==> src/rtl/pattern_capture_ctrl.sv <==
// Stimulus/response sequencer for one SUT: LFSR stimulus, settle wait, MISR compaction.
// Optional build macro GOLDEN_CHECK_EN adds golden_sig and a signature compare into pass.
module pattern_capture_ctrl #(
  parameter int         SETTLE = 3,
  parameter int         CNT_W  = 8,
  parameter logic [3:0] SEED   = 4'h1
) (
  input  logic             I1470,
  input  logic             I1477,
  input  logic             start,
  input  logic [CNT_W-1:0] num_pats,
  input  logic             dut_out,
`ifdef GOLDEN_CHECK_EN
  input  logic [7:0]       golden_sig,
`endif
  output logic [3:0]       stim,
  output logic             busy,
  output logic             done,
  output logic [7:0]       signature,
  output logic             pass
);

  localparam int SW = $clog2(SETTLE + 1);

  typedef enum logic [2:0] {IDLE, APPLY, WAIT, CAPTURE, DONE} state_t;

  state_t           r_state;
  logic [3:0]       r_lfsr;
  logic [CNT_W-1:0] r_num;
  logic [CNT_W-1:0] r_pat;
  logic [SW-1:0]    r_settle;
  logic [3:0]       r_stim;
  logic [7:0]       r_sig;
  logic             r_busy;
  logic             r_done;
  logic             r_pass;
`ifdef GOLDEN_CHECK_EN
  logic [7:0]       r_golden;
`endif

  logic             w_fb;
  logic [CNT_W-1:0] w_pat_nxt;

  assign w_fb      = r_sig[7] ^ r_sig[5] ^ r_sig[4] ^ r_sig[3] ^ dut_out;
  assign w_pat_nxt = r_pat + 1'b1;

  always_ff @(posedge I1470) begin
    if (I1477) begin
      r_state  <= IDLE;
      r_lfsr   <= SEED;
      r_num    <= '0;
      r_pat    <= '0;
      r_settle <= '0;
      r_stim   <= 4'h0;
      r_sig    <= 8'h00;
      r_busy   <= 1'b0;
      r_done   <= 1'b0;
      r_pass   <= 1'b0;
`ifdef GOLDEN_CHECK_EN
      r_golden <= 8'h00;
`endif
    end else begin
      r_done <= 1'b0;
      case (r_state)
        IDLE: begin
          r_stim <= 4'h0;
          if (start) begin
            r_num  <= num_pats;
            r_sig  <= 8'h00;
            r_pat  <= '0;
            r_lfsr <= SEED;
            r_busy <= 1'b1;
            r_pass <= 1'b0;
`ifdef GOLDEN_CHECK_EN
            r_golden <= golden_sig;
`endif
            r_state <= (num_pats == '0) ? DONE : APPLY;
          end
        end
        APPLY: begin
          r_stim   <= r_lfsr;
          r_settle <= SW'(SETTLE - 1);
          r_state  <= WAIT;
        end
        // settle_cnt runs SETTLE-1 down to 0, one WAIT cycle per value
        WAIT: begin
          if (r_settle == '0) r_state <= CAPTURE;
          else                r_settle <= r_settle - 1'b1;
        end
        CAPTURE: begin
          r_sig   <= {r_sig[6:0], w_fb};
          r_lfsr  <= {r_lfsr[2:0], r_lfsr[3] ^ r_lfsr[2]};
          r_pat   <= w_pat_nxt;
          r_state <= (w_pat_nxt == r_num) ? DONE : APPLY;
        end
        DONE: begin
          r_done  <= 1'b1;
          r_stim  <= 4'h0;
          r_busy  <= 1'b0;
`ifdef GOLDEN_CHECK_EN
          r_pass  <= (r_sig == r_golden);
`else
          r_pass  <= 1'b0;
`endif
          r_state <= IDLE;
        end
        default: r_state <= IDLE;
      endcase
    end
  end

  assign stim      = r_stim;
  assign busy      = r_busy;
  assign done      = r_done;
  assign signature = r_sig;
  assign pass      = r_pass;

endmodule

==> config.mk <==
export PLATFORM = sky130hd
export DESIGN_NAME = pattern_capture_ctrl
export DESIGN_NICKNAME = d
export VERILOG_FILES = /design/src/rtl/pattern_capture_ctrl.sv
export SDC_FILE = /design/constraint.sdc
export NUM_CORES = 1
export LEC_CHECK = 0
export CORE_ASPECT_RATIO = 1.1
export CORE_UTILIZATION = 57
export DETAILED_ROUTE_END_ITERATION = 7
export PLACE_DENSITY = 0.82
export SYNTH_ARGS = -nofsm -noshare
export SYNTH_HDL_FRONTEND = slang
export SYNTH_SLANG_ARGS = --single-unit
==> constraint.sdc <==
create_clock -name I1470 -period 2.9 [get_ports I1470]
set_clock_uncertainty 0.05 [all_clocks]
set_input_delay 0.29 -clock I1470 [delete_from_list [all_inputs] [get_ports I1470]]
set_output_delay 0.29 -clock I1470 [all_outputs]
set_load 0.05 [all_outputs]
**Yosys cells after proc, flatten, opt, wreduce, memory -nomap -nowiden**

Cells that the tools add are included.

- Bits in read-only memories: 0
- Output and inout bits: 15
- Latch bits: 0
- Logic and storage cells: 56
- Memories: 0
- Register bits: 40
- Bits of input ports: 12
- Bits in writable memories: 0

- Eq/ne operators: 8
- Shift operators: 0
- Bitwise operators: 5
- Add/sub/neg operators: 2
- Multiply operators: 0
- Mux-type cells: 18
- $lt $le $gt $ge: 0
- Divide/modulo/power cells: 0
- Reduce and logical (&&, ||, !) cells: 13

Operator list:

| cell | count |
|---|---|
| $pmux W8 S2 | 2 |
| $pmux W4 S2 | 2 |
| $mux W3 | 4 |
| $pmux W3 S4 | 1 |
| $reduce_and A2 Y1 | 5 |
| $add A8 B1 Y8 const B | 1 |
| $eq A8 B8 Y1 | 1 |
| $logic_not A8 Y1 | 1 |
| $mux W8 | 1 |
| $reduce_bool A2 Y1 | 4 |
| $eq A3 B2 Y1 const B | 2 |
| $ne A2 B2 Y1 const B | 3 |
| $xor A1 B1 Y1 | 5 |
| $mux W4 | 1 |
| $pmux W1 S2 | 2 |
| $pmux W2 S2 | 1 |
| $eq A3 B1 Y1 const B | 1 |
| $eq A3 B3 Y1 const B | 1 |
| $logic_not A3 Y1 | 1 |
| $mux W1 | 3 |
| $logic_not A2 Y1 | 1 |
| $mux W2 | 1 |
| $reduce_or A2 Y1 | 1 |
| $sub A2 B1 Y2 const B | 1 |

**Longest topological paths before layout**

Gate-level depths: netlist of run 1.

- Word-level depth: 5
- Mapped depth: 7
- Mapped depth without buffers: 7

**Worst setup path before layout of run 1**

Ideal clock, no wire load.

- Path type: register to register
- Start point: register r_pat[0]
- End point: register r_state[2]
- Stages on the path, launching flop included: 8
- Setup slack: 1.122 ns
- Required time: 2.780 ns
- Path buffers: 0
- Arrival time: 1.658 ns
- Library setup time: 0.070 ns
- Cell sequence: dfxtp_1 > ha_1 > nand2b_1 > o211a_1 > o32ai_1 > nand3_1 > or3_1 > a21oi_1

- Word-level cells in the longest chain between the ends: 4

RTL lines:

| item | line | text |
|---|---|---|
| from (decl) | 30 | `logic [CNT_W-1:0] r_pat;` |
| from (signal assigned) | 93 | `r_pat <= w_pat_nxt;` |
| $add A8 B1 Y8 | 45 | `assign w_pat_nxt = r_pat + 1'b1;` |
| $eq A8 B8 Y1 | 94 | `r_state <= (w_pat_nxt == r_num) ? DONE : APPLY;` |
| $mux W3 | 94 |  |
| $pmux W3 S4 | 64 | `case (r_state)` |
| to (signal assigned) | 77 | `r_state <= (num_pats == '0) ? DONE : APPLY;` |
| to (signal assigned) | 94 |  |
| to (decl) | 27 | `state_t r_state;` |

No other way between the ends.
A chain may end at the register's enable or synchronous reset.

**Final worst setup path of run 1**

Same ends and word-level chain as after synthesis.

==> results of run 1 <==
[path summary, 6_finish.rpt]
kind | to | slack [ns]
worst max-delay path | r_state[2] | 0.80
worst min-delay path | r_num[6] | 0.43
worst max register to register | r_state[2] | 0.80
worst min register to register | r_num[6] | 0.43
[sequential cells by signal (all words and copies together), names as in the netlist]
signal	cells
busy	1
done	1
r_lfsr	4
r_num	8
r_pat	8
r_settle	2
r_state	3
signature	8
stim	4
[per-stage QoR]
stage	util, %	total power [W]	setup slack, ns
floorplan	-	0.0008337	1.123
global placement	67.90	0.0009045	0.9041
detailed placement	67.90	0.0009105	0.8536
CTS	70.73	0.001298	0.8090
global route	70.73	0.001359	0.6508
finish	70.73	0.001289	0.8047
[metal layers]
metal,part of all wire (%),routed length (um),vias up
met5,0,0,-
met4,1.3,47,0
met3,4.2,152,6
met2,48,1707,29
met1,47,1670,734
li1,-,-,812
[cell type report]
class | count | area (sq um)
Clock buffer | 6 | 51.30
Fill cell | 252 | 892.1
Clock inverter | 2 | 35.03
Tap cell | 34 | 42.54
Inverter | 2 | 7.507
Multi-Input combinational cell | 169 | 965.9
Timing Repair Buffer | 28 | 272.8
Sequential cell | 39 | 780.7
[cell usage after synthesis (all sizes together), types with 3 or more instances]
cell type,number
nand2,29
nor2,39
nand3,3
o21ai,6
xor2,5
dfxtp,39
nor3,5
a21oi,23
a22oi,16
nand2b,7
nor4,3
clkbuf,13
xnor2,10
[where the power goes]
| group | internal, W | leakage (nW) | switching [W] |
|---|---|---|---|
| clock | 0.000204 | 0.0482 | 0.000187 |
| sequential | 0.000571 | 0.316 | 0.0000468 |
| combinational | 0.000115 | 0.433 | 0.000166 |
[worst register-to-register path, stage by stage (launching register included)]
cell and delay [ns]:
dfxtp_1 0.45, ha_1 0.27, nand2b_1 0.09, o211a_1 0.21, o32ai_1 0.27, nand3_1 0.17
or3_1 0.37, a21oi_1 0.14
[logic make-up after synthesis]
logic type / share of synthesized area [%]
adders and majority gates: 1.381
and+or+nand+nor: 24.66
buffers and inverters: 3.591
muxes: 1.105
DFF: 43.09
AOI/OAI and AO/OA: 18.72
other: 0.2070
xor gates and xnor gates: 7.251
==> results by group, run 1 <==
Routing
  – Drt wl/cell: ~13 um
  – DRT Wirelength: between 3000 and 4000 um
  – Starting DRT DRC Count: a little over 60
  – Drt first pass iters: 4
  – DRC: 0
  – Vias: ~1600
  – Routed Antenna Nets: 0
  – Vias/cell: around 5.6

Synth
  – Distinct cells, synth: 38
  – Syn. warnings: 0
  – Cells after synthesis: ~220
  – Share of Yosys cell area claimed by the top area cell type: a little over two fifths
  – EDFF count, synth: 0
  – Syn Std Cell Area: 1812 sq um
  – Sequential fraction of the synthesis area: a little over two fifths
  – Flop and latch count out of synthesis: 39
  – Largest cells by area after synthesis: dfxtp_1 43%, nor2_1 7.9%, a22oi_1 6.6%
  – Most used DFF post-synth: dfxtp_1
  – Syn_nets: between 200 and 250
  – Average size of a mapped cell: about 8.1 sq um
  – Yosys top cell by area: dfxtp_1
  – Synth async-reset ratio: 0%

Timing
  – Final Hold Fails: 0
  – Final worst path period need: 2.095 ns
  – Max_slew headroom: 52.61%
  – Final worst-path cycle share: about 72%
  – Peak Freq: 0.4773 GHz
  – Slew @ Worst Pin: approximately 0.71 ns
  – Slew Limit Fails: 0
  – Post-route setup TNS: 0 ns
  – # setup viols final: 0
  – RSZ-0062 raised after global routing: false
  – Hold_ws: between 0.4 and 0.5 ns

Run
  – Max Cap Violations: 0

Setup path
  – WP buf/inv: 0
  – Critical Path Source Type: register
  – Worst path top cell family by delay: simple AND/OR/NAND/NOR gates
  – Critical Path Sink Type: register
  – Kind of critical path: register to register
  – Reg2Reg Depth: 7
  – Critical path arrival: roughly 2.3 ns
  – Critical path depth: 7
  – Crit-path cells: ha_1 > nand2b_1 > o211a_1 > o32ai_1 > nand3_1 > or3_1 > a21oi_1
  – Reg2reg start: r_pat[0]
  – Peak per-stage delay on the critical path: between 0.4 and 0.5 ns
  – Max FO, Critical Path: 5
  – Origin of the worst setup path: r_pat[0]
  – CP max stage cell: dfxtp_1
  – Crit path required time: 3.15 ns

Placed design
  – IO Port Bufs: 25
  – Placed Cells incl. Taps: around 270
  – DP Wirelength: between 2000 and 2500 um
  – Gpl congestion: approximately 0.77
  – Area post-placement: between 2000 and 2500 sq um

Outcome
  – Run status: complete, no violations

Clock network
  – Post-CTS Setup Inserts: 0
  – CTS buffer count: 5
  – CTS Buffer Depth: 2
  – CTS Root Cell: clkbuf_4
  – Clk_lat worst skew: 0.36 ns
  – CTS tree: yes
  – CTS sink cnt: 39
  – CTS clock-pin slew for the worst setup and hold paths: 0.13 ns
  – Cts hold-fix bufs: 0
  – Max H-tree Level: 2
  – Post-CTS sizing: 0

Finish
  – Final instance area: between 2000 and 2500 sq um
  – Final nets: between 200 and 300
  – Fraction of layout cells with a size suffix above 1: roughly 7.3%
  – Number of diodes: 0
  – Commonest non-fill, non-tap cells in the layout: 39 x dfxtp_1, 38 x nor2_1, 29 x nand2_1, 25 x clkdlybuf4s50_1, 23 x a21oi_1
  – Final Non-Filler Cells: 280
  – Most common cell after layout, fill and taps aside: dfxtp_1
  – Synth-to-Final Area Change: 18.99%

Floorplan
  – Initial core utilization: about three fifths
  – Chip height: 61.13 um
  – Core area: between 3000 and 4000 sq um
  – Die X-Extent: about 56 um
  – Cell row count: 21
  – # IOs: 27
  – Die ar.: between 3000 and 4000 sq um

Hold path
  – Hold crit path type: register to register
  – Min-delay src: r_num[6]
  – WHS Path Cells: 2

GRT
  – Largest net degree at the start of global routing: 22
  – GRT overflow: 0
  – Met1 Usage GRT: about 30%
  – Global routing's busiest layer: met2
  – First-pass GRT wire length: between 6000 and 7000 um
  – All-Layer GR Usage: 23.12%
  – Global-route track usage on met2: 38.55%
  – Initial antenna violation count: 0
  – Met3 usage: a little under 6%
  – Vias in the first global route: 1389

Power
  – P_leak: around 0.8 nW
  – Cell area power density: roughly 600 nW/um^2
  – VDD IR max: between 0.5 and 0.6 mV
(Power assumes the default switching activity.)
==> run 2, diff against run 1 <==
--- a/config.mk
+++ b/config.mk
@@ -6,9 +6,9 @@
 export NUM_CORES = 1
 export LEC_CHECK = 0
 export CORE_ASPECT_RATIO = 1.1
-export CORE_UTILIZATION = 57
+export CORE_UTILIZATION = 48
 export DETAILED_ROUTE_END_ITERATION = 7
-export PLACE_DENSITY = 0.82
+export PLACE_DENSITY = 0.74
 export SYNTH_ARGS = -nofsm -noshare
 export SYNTH_HDL_FRONTEND = slang
 export SYNTH_SLANG_ARGS = --single-unit
==> constraint.sdc (replaced) <==
create_clock -name I1470 -period 1.7 [get_ports I1470]
set_clock_uncertainty 0.05 [all_clocks]
set_input_delay 0.17 -clock I1470 [delete_from_list [all_inputs] [get_ports I1470]]
set_output_delay 0.17 -clock I1470 [all_outputs]
set_load 0.05 [all_outputs]
==> run 2 against run 1 <==
The run now ends with setup timing left. Via count rose by 1.3%. Critical path type unchanged. First-iteration DRC count increased by 8.2%. Non-clock buffer count up 14. Sequential share of layout area decreased by 2.2 points. Worst setup slack worse by 0.80 ns. Highest routed layer unchanged. Final area up 6.9%. Combinational power is 110% higher.
==> results by group, run 2 (same netlist as run 1, synthesis figures left out) <==
Outcome
  – Run status: finished, violations left
  – Failing checks: setup timing

Timing
  – # setup viols final: 1 (+1)
  – Max_slew headroom: 62.83% (+10 points)
  – Hold_ws: 0.3999 ns (-0.02960 ns)
  – Slew Limit Fails: 0 (unchanged)
  – Post-route setup TNS: -0.0001872 ns (-0.0001872 ns)
  – RSZ-0062 raised after global routing: true
  – Peak Freq: 0.5882 GHz (+23%)
  – Final worst-path cycle share: 100.0% (+28 points)
  – Final worst path period need: 1.700 ns (-0.3951 ns)
  – Slew @ Worst Pin: 0.5569 ns (-0.1517 ns)
  – Final Hold Fails: 0 (unchanged)
  – Worst Setup Slack, final: -0.0001872 ns (-0.8049 ns)

Setup path
  – Max FO, Critical Path: 4 (-1)
  – Worst path top cell family by delay: simple AND/OR/NAND/NOR gates
  – Kind of critical path: register to register
  – Peak per-stage delay on the critical path: 0.36 ns (-0.09 ns)
  – WP buf/inv: 0 (unchanged)
  – Crit-path cells: ha_4 > nand2b_4 > o211a_1 > o32ai_2 > nand3_1 > or3_1 > a21oi_2
  – Origin of the worst setup path: r_pat[0]
  – CP max stage cell: dfxtp_2
  – Reg2reg start: r_pat[0]
  – Critical Path Source Type: register
  – Critical path arrival: 1.88 ns (-0.46 ns)
  – Crit path required time: 1.88 ns (-1.27 ns)
  – Critical Path Sink Type: register

Clock network
  – CTS clock-pin slew for the worst setup and hold paths: 0.07 ns (-0.06 ns)
  – CTS sink cnt: 39 (unchanged)
  – CTS buffer count: 5 (unchanged)
  – CTS tree: yes
  – CTS Root Cell: clkbuf_8
  – CTS Buffer Depth: 2 (unchanged)
  – Max H-tree Level: 2 (unchanged)
  – Clk_lat worst skew: 0.30 ns (-0.06 ns)
  – Cts hold-fix bufs: 0 (unchanged)

GRT
  – Vias in the first global route: 1475 (+6.2%)
  – Largest net degree at the start of global routing: 28 (+27%)
  – GRT overflow: 0 (unchanged)
  – All-Layer GR Usage: 21.63% (-1.5 points)
  – First-pass GRT wire length: 6389 um (+3.7%)
  – Initial antenna violation count: 0 (unchanged)

Placed design
  – Area post-placement: 2178 sq um (+5.3%)
  – Placed Cells incl. Taps: 302 (+11%)
  – DP Wirelength: 2593 um (+5.4%)
  – Gpl congestion: 0.7899 (+2.1%)
  – IO Port Bufs: 25 (unchanged)
  – Place WS: -0.2687 ns (-1.122 ns)

Floorplan
  – Chip height: 66.44 um (+8.7%)
  – # IOs: 27 (unchanged)
  – Initial core utilization: 49.97% (-9.5 points)
  – Cell row count: 23 (+9.5%)
  – Die ar.: 4024 sq um (+18%)
  – Core area: 3626 sq um (+19%)
  – Die X-Extent: 60.58 um (+8.6%)

Routing
  – Vias: 1602 (+1.3%)
  – Drt first pass iters: 4 (unchanged)
  – Drt wl/cell: 12.00 um (-6.1%)
  – DRC: 0 (unchanged)
  – DRT Wirelength: 3720 um (+4.0%)
  – Vias/cell: 5.168 (-8.5%)
  – Starting DRT DRC Count: 66 (+8.2%)
  – Routed Antenna Nets: 0 (unchanged)

Hold path
  – Min-delay src: num_pats[5]
  – Hold crit path type: input port to register

Finish
  – Synth-to-Final Area Change: 27.21%
  – Final instance area: 2305 sq um (+6.9%)
  – # fillers: 339 (+35%)
  – Fraction of layout cells with a size suffix above 1: 20.38% (+13 points)
  – Final nets: 273 (+5.4%)
  – Most common cell after layout, fill and taps aside: nor2_1
  – Number of diodes: 0 (unchanged)
  – Final Non-Filler Cells: 310 (+11%)
  – Commonest non-fill, non-tap cells in the layout: 37 x nor2_1, 36 x dfxtp_1, 29 x buf_4, 28 x nand2_1, 22 x a21oi_1

Power
  – Cell area power density: 959.3 nW/um^2 (+60%)
  – VDD IR max: 0.5463 mV (-1.6%)
  – P_leak: 0.9044 nW (+13%)

Run
  – Max Cap Violations: 0 (unchanged)
## run 2: changes by cell type in the layout (fill, tap and decap cells not counted), moves of 3 or more
cell and change:
buf_4 +26, clkdlybuf4s50_1 -13, clkbuf_4 -5, clkbuf_8 +4
dfxtp_1 -3, dfxtp_2 +3
## run 2: stage by stage
| step | utilization, % | total power (W) |
|---|---|---|
| 2_1_floorplan | - | 0.001425 |
| 5_1_grt | 63.56 | 0.002365 |
| 3_5_place_dp | 60.08 | 0.001607 |
| 4_1_cts | 62.87 | 0.002227 |
| 6_report | 63.56 | 0.002211 |
| 3_3_place_gp | 60.08 | 0.001601 |
## run 2: report_power, final
part	total [W]	leakage (nW)	internal [W]	switching [W]
combinational	0.000578	0.545	0.000249	0.000329
sequential	0.00103	0.318	0.000976	0.0000490
clock	0.000607	0.0412	0.000286	0.000321
total	0.00221	0.904	0.00151	0.000699
## run 2: layout make-up
type                       instances  area, sq um  area share, %
clock buffer                       6        72.57          3.149
clock inverter                     2        12.51         0.5429
inverter                           2        7.507         0.3257
multi-input combinational        169         1015          44.03
sequential                        39        784.5          34.04
tap                               50        62.56          2.714
timing repair buffer              42        350.3          15.20
## run 2: final timing paths
path         slack (ns)          to  cells past startpoint
max             -0.0002  r_state[2]                      7
min                0.40    r_num[5]                      3
min reg2reg        0.42    r_num[4]                      2
max reg2reg     -0.0002  r_state[2]                      7
## run 2: worst min-delay path, stage by stage
cell and delay, ns:
clkdlybuf4s50_1 0.42, nand2_1 0.06, a21oi_1 0.05
## run 2: what timing repair did
action	4_1_cts	5_1_grt
setup buffers	0	0
pin swaps	3	4
gates resized for setup	4	6
setup endpoints to repair	4	6
## run 2: per-layer routing
metal  part of all wire (%)  routed length, um  GRT usage (%)
met5                      0                  0              0
met4                    1.6                 58          8.523
met3                    3.0                112          6.458
met2                     48               1791          34.48
met1                     47               1757          26.90
==> run 3, diff against run 2 <==
--- a/config.mk
+++ b/config.mk
@@ -8,6 +8,7 @@
 export CORE_ASPECT_RATIO = 1.1
 export CORE_UTILIZATION = 48
 export DETAILED_ROUTE_END_ITERATION = 7
+export MAX_ROUTING_LAYER = met4
 export PLACE_DENSITY = 0.74
 export SYNTH_ARGS = -nofsm -noshare
 export SYNTH_HDL_FRONTEND = slang
==> run 3 against run 2 <==
Fmax is essentially flat. Critical path type unchanged. Register-to-register slack is essentially flat. The run still ends with setup timing left. Critical path depth is the same. Largest cell class unchanged. Total power is essentially flat. Largest power group unchanged. Sequential share of layout area is the same. Worst setup slack is essentially flat. First-iteration DRC count shrank 4.5%. Core utilization is the same. Die area is the same. Clock-buffer cell count is the same. Routed wire length is the same.
==> results by group, run 3 (same netlist as run 1, synthesis figures left out) <==
Outcome
  – Run status: finished, violations left
  – Failing checks: setup timing

Setup path
  – Reg2reg setup slack: -0.0002 ns (about the same)
  – Max FO, Critical Path: 4 (unchanged)
  – Critical path arrival: 1.88 ns (about the same)
  – Reg2Reg Depth: 7 (unchanged)
  – Worst path top cell family by delay: simple AND/OR/NAND/NOR gates
  – Peak per-stage delay on the critical path: 0.36 ns (about the same)
  – Kind of critical path: register to register
  – Crit-path cells: ha_4 > nand2b_4 > o211a_1 > o32ai_2 > nand3_1 > or3_1 > a21oi_2
  – Reg2reg start: r_pat[0]
  – WP buf/inv: 0 (unchanged)
  – CP max stage cell: dfxtp_2
  – Critical Path Source Type: register
  – Critical Path Sink Type: register
  – Worst R2R End: r_state[2]
  – Crit path required time: 1.88 ns (about the same)

Timing
  – RSZ-0062 raised after global routing: true
  – # setup viols final: 1 (unchanged)
  – Final worst-path cycle share: 100.0% (about the same)
  – Final worst path period need: 1.700 ns (+0.0000004440 ns)
  – Worst Setup Slack, final: -0.0001876 ns (-0.0000004440 ns)
  – Hold_ws: 0.3998 ns (-0.0001090 ns)
  – Post-route setup TNS: -0.0001876 ns (-0.0000004440 ns)
  – Max_slew headroom: 62.84% (about the same)
  – Slew @ Worst Pin: 0.5568 ns (-0.00009525 ns)
  – Peak Freq: 0.5882 GHz (about the same)
  – Slew Limit Fails: 0 (unchanged)
  – Final Hold Fails: 0 (unchanged)

Routing
  – Routed Antenna Nets: 0 (unchanged)
  – DRC: 0 (unchanged)
  – Vias/cell: 5.168 (unchanged)
  – Drt first pass iters: 4 (unchanged)
  – Vias: 1602 (unchanged)
  – DRT Wirelength: 3720 um (unchanged)
  – Starting DRT DRC Count: 63 (-4.5%)
  – Drt wl/cell: 12.00 um (unchanged)

Placed design
  – IO Port Bufs: 25 (unchanged)
  – Gpl congestion: 0.8010 (+1.4%)
  – DP Wirelength: 2593 um (unchanged)
  – Area post-placement: 2178 sq um (unchanged)
  – Place WS: -0.2687 ns (unchanged)

Finish
  – Synth-to-Final Area Change: 27.21% (unchanged)
  – # fillers: 339 (unchanged)
  – Final instance area: 2305 sq um (unchanged)
  – Number of diodes: 0 (unchanged)
  – Final nets: 273 (unchanged)
  – Commonest non-fill, non-tap cells in the layout: 37 x nor2_1, 36 x dfxtp_1, 29 x buf_4, 28 x nand2_1, 22 x a21oi_1
  – Fraction of layout cells with a size suffix above 1: 20.38% (unchanged)
  – Most common cell after layout, fill and taps aside: nor2_1

Hold path
  – Min-delay src: num_pats[5]
  – Hold crit path type: input port to register
  – Hold endpoint: r_num[5]
  – WHS Path Cells: 3 (unchanged)

GRT
  – First-pass GRT wire length: 6389 um (unchanged)
  – GRT overflow: 0 (unchanged)
  – Largest net degree at the start of global routing: 28 (unchanged)
  – Initial antenna violation count: 0 (unchanged)
  – Vias in the first global route: 1476 (+0.068%)
  – All-Layer GR Usage: 22.19% (+0.56 points)

Floorplan
  – Cell row count: 23 (unchanged)
  – Die ar.: 4024 sq um (unchanged)
  – Initial core utilization: 49.97% (unchanged)
  – Core area: 3626 sq um (unchanged)
  – # IOs: 27 (unchanged)
  – Chip height: 66.44 um (unchanged)
  – Die X-Extent: 60.58 um (unchanged)

Clock network
  – Max H-tree Level: 2 (unchanged)
  – CTS tree: yes
  – Post-CTS Setup Inserts: 0 (unchanged)
  – CTS Buffer Depth: 2 (unchanged)
  – CTS Root Cell: clkbuf_8
  – CTS buffer count: 5 (unchanged)
  – Clk_lat worst skew: 0.30 ns (about the same)
  – CTS clock-pin slew for the worst setup and hold paths: 0.07 ns (about the same)
  – Cts hold-fix bufs: 0 (unchanged)
  – CTS sink cnt: 39 (unchanged)

Power
  – VDD IR max: 0.5465 mV (about the same)
  – P_leak: 0.9044 nW (unchanged)
  – Cell area power density: 959.4 nW/um^2 (about the same)
  – Final Total Pwr: 0.002211 W (about the same)

Run
  – Max Cap Violations: 0 (unchanged)
[run 3: worst max-delay path by stage]
stage	start	end	slack, ns	cells after the start
global route	r_pat[0]	r_state[2]	-0.07	7
detailed placement	start	r_pat[2]	-0.27	6
global placement	start	r_pat[2]	-0.21	6
floorplan	r_pat[1]	r_state[2]	0.03	7
finish	r_pat[0]	r_state[2]	-0.0002	7
CTS	r_pat[0]	r_state[2]	-0.007	7
[run 3: final cells by class]
class | count | area (sq um) | share of cell area (%)
Clock inverter | 2 | 12.51 | 0.5429
Multi-Input combinational cell | 169 | 1015 | 44.03
Inverter | 2 | 7.507 | 0.3257
Clock buffer | 6 | 72.57 | 3.149
Timing Repair Buffer | 42 | 350.3 | 15.20
Sequential cell | 39 | 784.5 | 34.04
Tap cell | 50 | 62.56 | 2.714
[run 3: stage by stage]
step                      std cells  utilization [%]
after floorplan                 224                -
after global routing            310            63.56
after CTS                       310            62.87
after detailed placement        302            60.08
after global placement          302            60.08
final                           310            63.56
[run 3: per-layer routing]
metal  share of wire, %  vias to the layer above  global-route usage (%)
li1                   -                      837                       -
met1                 47                      737                   26.90
met2                 48                       22                   34.48
met3                3.0                        6                   6.458
met4                1.5                        0                   8.523
met5                  0                        -                       -
[run 3: what timing repair did]
action / in CTS / in global routing
resized for setup: 4 / 6
gates cloned: 0 / 0
pin swaps: 3 / 4
setup endpoints to repair: 4 / 6
[run 3: worst min-delay path, stage by stage]
cell	delay, ns
clkdlybuf4s50_1	0.42
nand2_1	0.06
a21oi_1	0.05
[run 3: power by group]
group	switching, W	internal [W]	total (W)
Combinational	0.000329	0.000249	0.000578
Sequential	0.0000490	0.000976	0.00103
Clock	0.000321	0.000286	0.000607
==> variant 1 (config.mk and constraints of run 1) <==
Re-encode `state_t` (5 states) as Gray code, 3 bits wide.
--- a/src/rtl/pattern_capture_ctrl.sv
+++ b/src/rtl/pattern_capture_ctrl.sv
@@ -22,7 +22,7 @@
 
   localparam int SW = $clog2(SETTLE + 1);
 
-  typedef enum logic [2:0] {IDLE, APPLY, WAIT, CAPTURE, DONE} state_t;
+  typedef enum logic [2:0] {IDLE = 3'b000, APPLY = 3'b001, WAIT = 3'b011, CAPTURE = 3'b010, DONE = 3'b110} state_t;
 
   state_t           r_state;
   logic [3:0]       r_lfsr;
Formal check against the unedited RTL: same outputs for any inputs over 10 cycles, from zero or initial values; not proved beyond that.
==> variant 1 against run 1 <==
Combinational power shrank 42%; setup slack lost 89 ps; worst hold slack gained 6.2 ps; total power shrank 22%; wire length grew 13%; global-route usage grew 1.4 points; area after synthesis grew 5.4%; sequential cell count is the same; synthesized cell count shrank 1.3%; cell count shrank 1.1%; cell area grew 2.0%; non-clock buffer count is the same; highest routed layer unchanged.
==> variant 1: results <==
set metrics [dict create \
    postCtsSetupRepairBufs 0 \
    synthTopCellsByCount "dfxtp_1 (39), nor2_1 (29), a21oi_1 (20), nand2_1 (20), a22oi_1 (16)" \
    syn-instance-count 221 \
    wl_met2_mm 1.97 \
    numCtsBuffers 5 \
    wl_met1_mm 1.80 \
    seqPwrFrac_pct 57.0 \
    drt-total-wl_mm 4.03 \
    status "complete, no violations" \
    hold_path.class "flip-flop to flip-flop" \
    synth_cell_types 51 \
    pre_cts_slack_ps 747 \
    grt_usage_pct 24.6 \
    drt-initial-drc-count 62 \
    num_antenna_cells 0 \
    synth_compound_area_share_pct 20.8 \
    max_stage_delay_ps 500 \
    synth_xor_xnor_area_share_pct 6.42 \
    grt_pass1_vias 1514 \
    clk_pin_slew_ps 120 \
    clock_power_share_pct 26.9 \
    gp_congestion 0.864 \
    ys_seq_area_share_pct 40.9 \
    cts_resized 0 \
    grt_pass1_wl_mm 6.83 \
    port-buffer-count 25 \
    wl_met3_um 170 \
    vias_per_cell 5.97 \
    clock_latency_ps 360 \
    worst_pin_slew_ps 667 \
    critical_path.top_delay_family "simple AND/OR/NAND/NOR gates" \
    drive_above_1_share_pct 8.23 \
    grt_max_degree 21 \
    min_path_cells 2 \
    p_leak_nw 0.786 \
    r2r_cells 6 \
    synth_mux_area_share_pct 0.524 \
    cts-root-buf "clkbuf_4" \
    swShare_pct 29.2 \
    cp_slowest_cell "dfxtp_1" \
    powerDensity_mw_per_mm2 459 \
    hpwl_mm 2.79 \
    nets 256 \
    placedInstanceArea_mm2 0.00215 \
    dr.pass1.iters 4 \
    grt_antenna_before_repair 0 \
    placed_cells 269 \
    syn-num-nets 235 \
    crit_arrival_ps 2430 \
    vdd_drop_max_mv 0.325 \
    num_vias 1654 \
    yosys-top-cells-area "dfxtp_1 (41%), a22oi_1 (6.3%), nor2_1 (5.7%)" \
    crit_fanout 10 \
    synth-adder-area-share_pct 1.31 \
    synth-async-reset-ratio_pct 0 \
]
-- variant 1: changes by cell type in the layout (fill, tap and decap cells not counted), moves of 3 or more --
cell      delta
nand3_1      +4
nor2_1       -9
nand2b_1     -3
a21oi_1      -3
nand4_1      +4
nand2_1      -9
inv_1        +3
-- variant 1: metal layers --
layer	track usage, %	vias to the layer above
met5	0	-
met4	10.4	0
met1	31.4	786
met2	38.5	33
li1	-	827
met3	6.83	8
-- variant 1: area by class of cell --
cell class	instances	area, um2
flip-flops and latches	39	781
fillers	289	927
clock buffers	7	45.0
inverters	5	18.8
repair buffers	28	273
multi-input cells	163	1030
clock inverters	1	5.00
well taps	34	42.5
-- variant 1: final timing paths --
| path | startpoint | endpoint | slack, ps |
|---|---|---|---|
| max | r_pat[0] | r_state[1] | 720 |
| max reg2reg | r_pat[0] | r_state[1] | 720 |
| min reg2reg | r_num[3] | r_num[3] | 440 |
| min | r_num[3] | r_num[3] | 440 |
==> variant 2 (settings of run 1) <==
Without the edit above. The parameter `SETTLE` goes from 3 to 6.
--- a/src/rtl/pattern_capture_ctrl.sv
+++ b/src/rtl/pattern_capture_ctrl.sv
@@ -1,7 +1,7 @@
 // Stimulus/response sequencer for one SUT: LFSR stimulus, settle wait, MISR compaction.
 // Optional build macro GOLDEN_CHECK_EN adds golden_sig and a signature compare into pass.
 module pattern_capture_ctrl #(
-  parameter int         SETTLE = 3,
+  parameter int         SETTLE = 6,
   parameter int         CNT_W  = 8,
   parameter logic [3:0] SEED   = 4'h1
 ) (
Behaviour: not the same (Yosys sat finds a counterexample within 10 cycles, from zero or initial values).
==> variant 2 against run 1 <==
Sequential cell count up 1; area after synthesis grew 6.9%; total power is 2.7% higher; worst hold slack lost 1.4 ps; cell area up 4.0%; synthesized cell count increased by 0.45%; setup slack got worse by 65 ps; utilization up 0.38 points; wire length is 13% higher; critical path depth down 1; clock power down 9.5%; combinational power is 17% higher; critical path type unchanged; largest cell class unchanged.
==> variant 2: results <==
set metrics [dict create \
    drive_above_1_share_pct 8.50 \
    cts-root-buf "clkbuf_4" \
    port-buffer-count 25 \
    synth-async-reset-ratio_pct 0 \
    hp-start "r_settle[0]" \
    slew_headroom_pct 66.5 \
    grt_usage_pct 24.3 \
    yosys-top-cells-area "dfxtp_1 (41%), a22oi_1 (6.2%), nor2_1 (6.2%)" \
    clk_pin_slew_ps 110 \
    grt_max_degree 39 \
    ys_warn_count 0 \
    hpwl_mm 2.78 \
    ys_seq_area_share_pct 41.3 \
    num_vias 1642 \
    clock_latency_ps 340 \
    synth_cell_types 49 \
    nets 261 \
    synth.avg_cell_area_um2 8.61 \
    gp_congestion 0.808 \
    max_stage_delay_ps 420 \
    status "complete, no violations" \
    postCtsSetupRepairBufs 0 \
    min_path_cells 1 \
    drt-initial-drc-count 51 \
    rrSetupSlack_ps 740 \
    clk_path_buf_depth 2 \
    num_antenna_cells 0 \
    syn-num-nets 240 \
    final_cells 281 \
    yosys_most_used_dff "dfxtp_1" \
    synthTopCellsByCount "dfxtp_1 (40), nor2_1 (32), nand2_1 (25), a21oi_1 (17), a22oi_1 (16)" \
    reg2reg_from "r_pat[0]" \
    p_leak_nw 0.843 \
    grt_overflow 0 \
    grt_antenna_before_repair 0 \
    vdd_drop_max_mv 0.408 \
    drt-total-wl_mm 4.04 \
    placed_cells 273 \
    htree_levels 2 \
    grt_pass1_vias 1523 \
    cp_slowest_cell "dfxtp_1" \
    hold_end "r_settle[0]" \
    crit_fanout 7 \
    r2r_cells 6 \
    grt_pass1_wl_mm 6.84 \
]
==> variant 2: routing by layer <==
metal,track usage (%),vias to the layer above,wire length [um]
met5,0,-,0
met4,9.76,0,38
met1,29.8,768,1870
li1,-,838,-
met2,40.3,31,1990
met3,5.95,5,149
==> variant 2: critical path: cells and delay by family, from the launching register on <==
family / cells / cell delay [ps]
compound gates: 3 / 740
fa+ha+maj: 1 / 310
flops: 1 / 420
simple gates: 2 / 550
==> variant 2: worst max-delay path by stage <==
stage                     slack (ps)      from          to  depth (start not counted)
after floorplan                  930  r_pat[0]  r_state[2]                          6
after global placement           840  r_pat[0]  r_state[2]                          6
after detailed placement         790  r_pat[0]  r_state[2]                          6
after CTS                        740  r_pat[0]  r_state[2]                          6
after global routing             620  r_pat[0]  r_state[2]                          6
final                            740  r_pat[0]  r_state[2]                          6
==> variant 2: power by group <==
group,leakage [nW],switching (mW),internal (mW)
logic,0.476,0.195,0.134
clock network,0.0422,0.173,0.181
registers,0.325,0.0487,0.593
total,0.843,0.417,0.907
==> variant 2: cell families (layout without fill, tap and decap cells) <==
| family | after synthesis | count (layout) | share of synthesized area [%] |
|---|---|---|---|
| other cells | 1 | 1 | 0.194 |
| xor+xnor | 16 | 16 | 7.24 |
| mux | 1 | 1 | 0.581 |
| flops | 40 | 40 | 41.3 |
| compound gates | 57 | 57 | 20.3 |
| simple gates | 90 | 90 | 23.2 |
| buf+inv | 17 | 39 | 5.23 |
| fa+ha+maj | 3 | 3 | 1.94 |
==> variant 2: area by class of cell <==
| type | count | area, um2 |
|---|---|---|
| multi-input combinational | 168 | 1030 |
| fill | 264 | 911 |
| sequential | 40 | 801 |
| timing repair buffer | 29 | 280 |
| tap | 34 | 42.5 |
| clock buffer | 6 | 41.3 |
| clock inverter | 2 | 35.0 |
| inverter | 2 | 7.51 |
==> variant 2: per-stage QoR <==
stage	total power [mW]	utilization, %	setup WS [ps]	area (um2)	hold slack, ps
5_1_grt	1.41	71.1	622	2240	442
6_report	1.32	71.1	739	2240	428
3_3_place_gp	0.974	68.7	844	2170	411
2_1_floorplan	0.898	-	931	1940	376
3_5_place_dp	0.982	68.7	792	2170	413
4_1_cts	1.33	71.1	743	2240	429
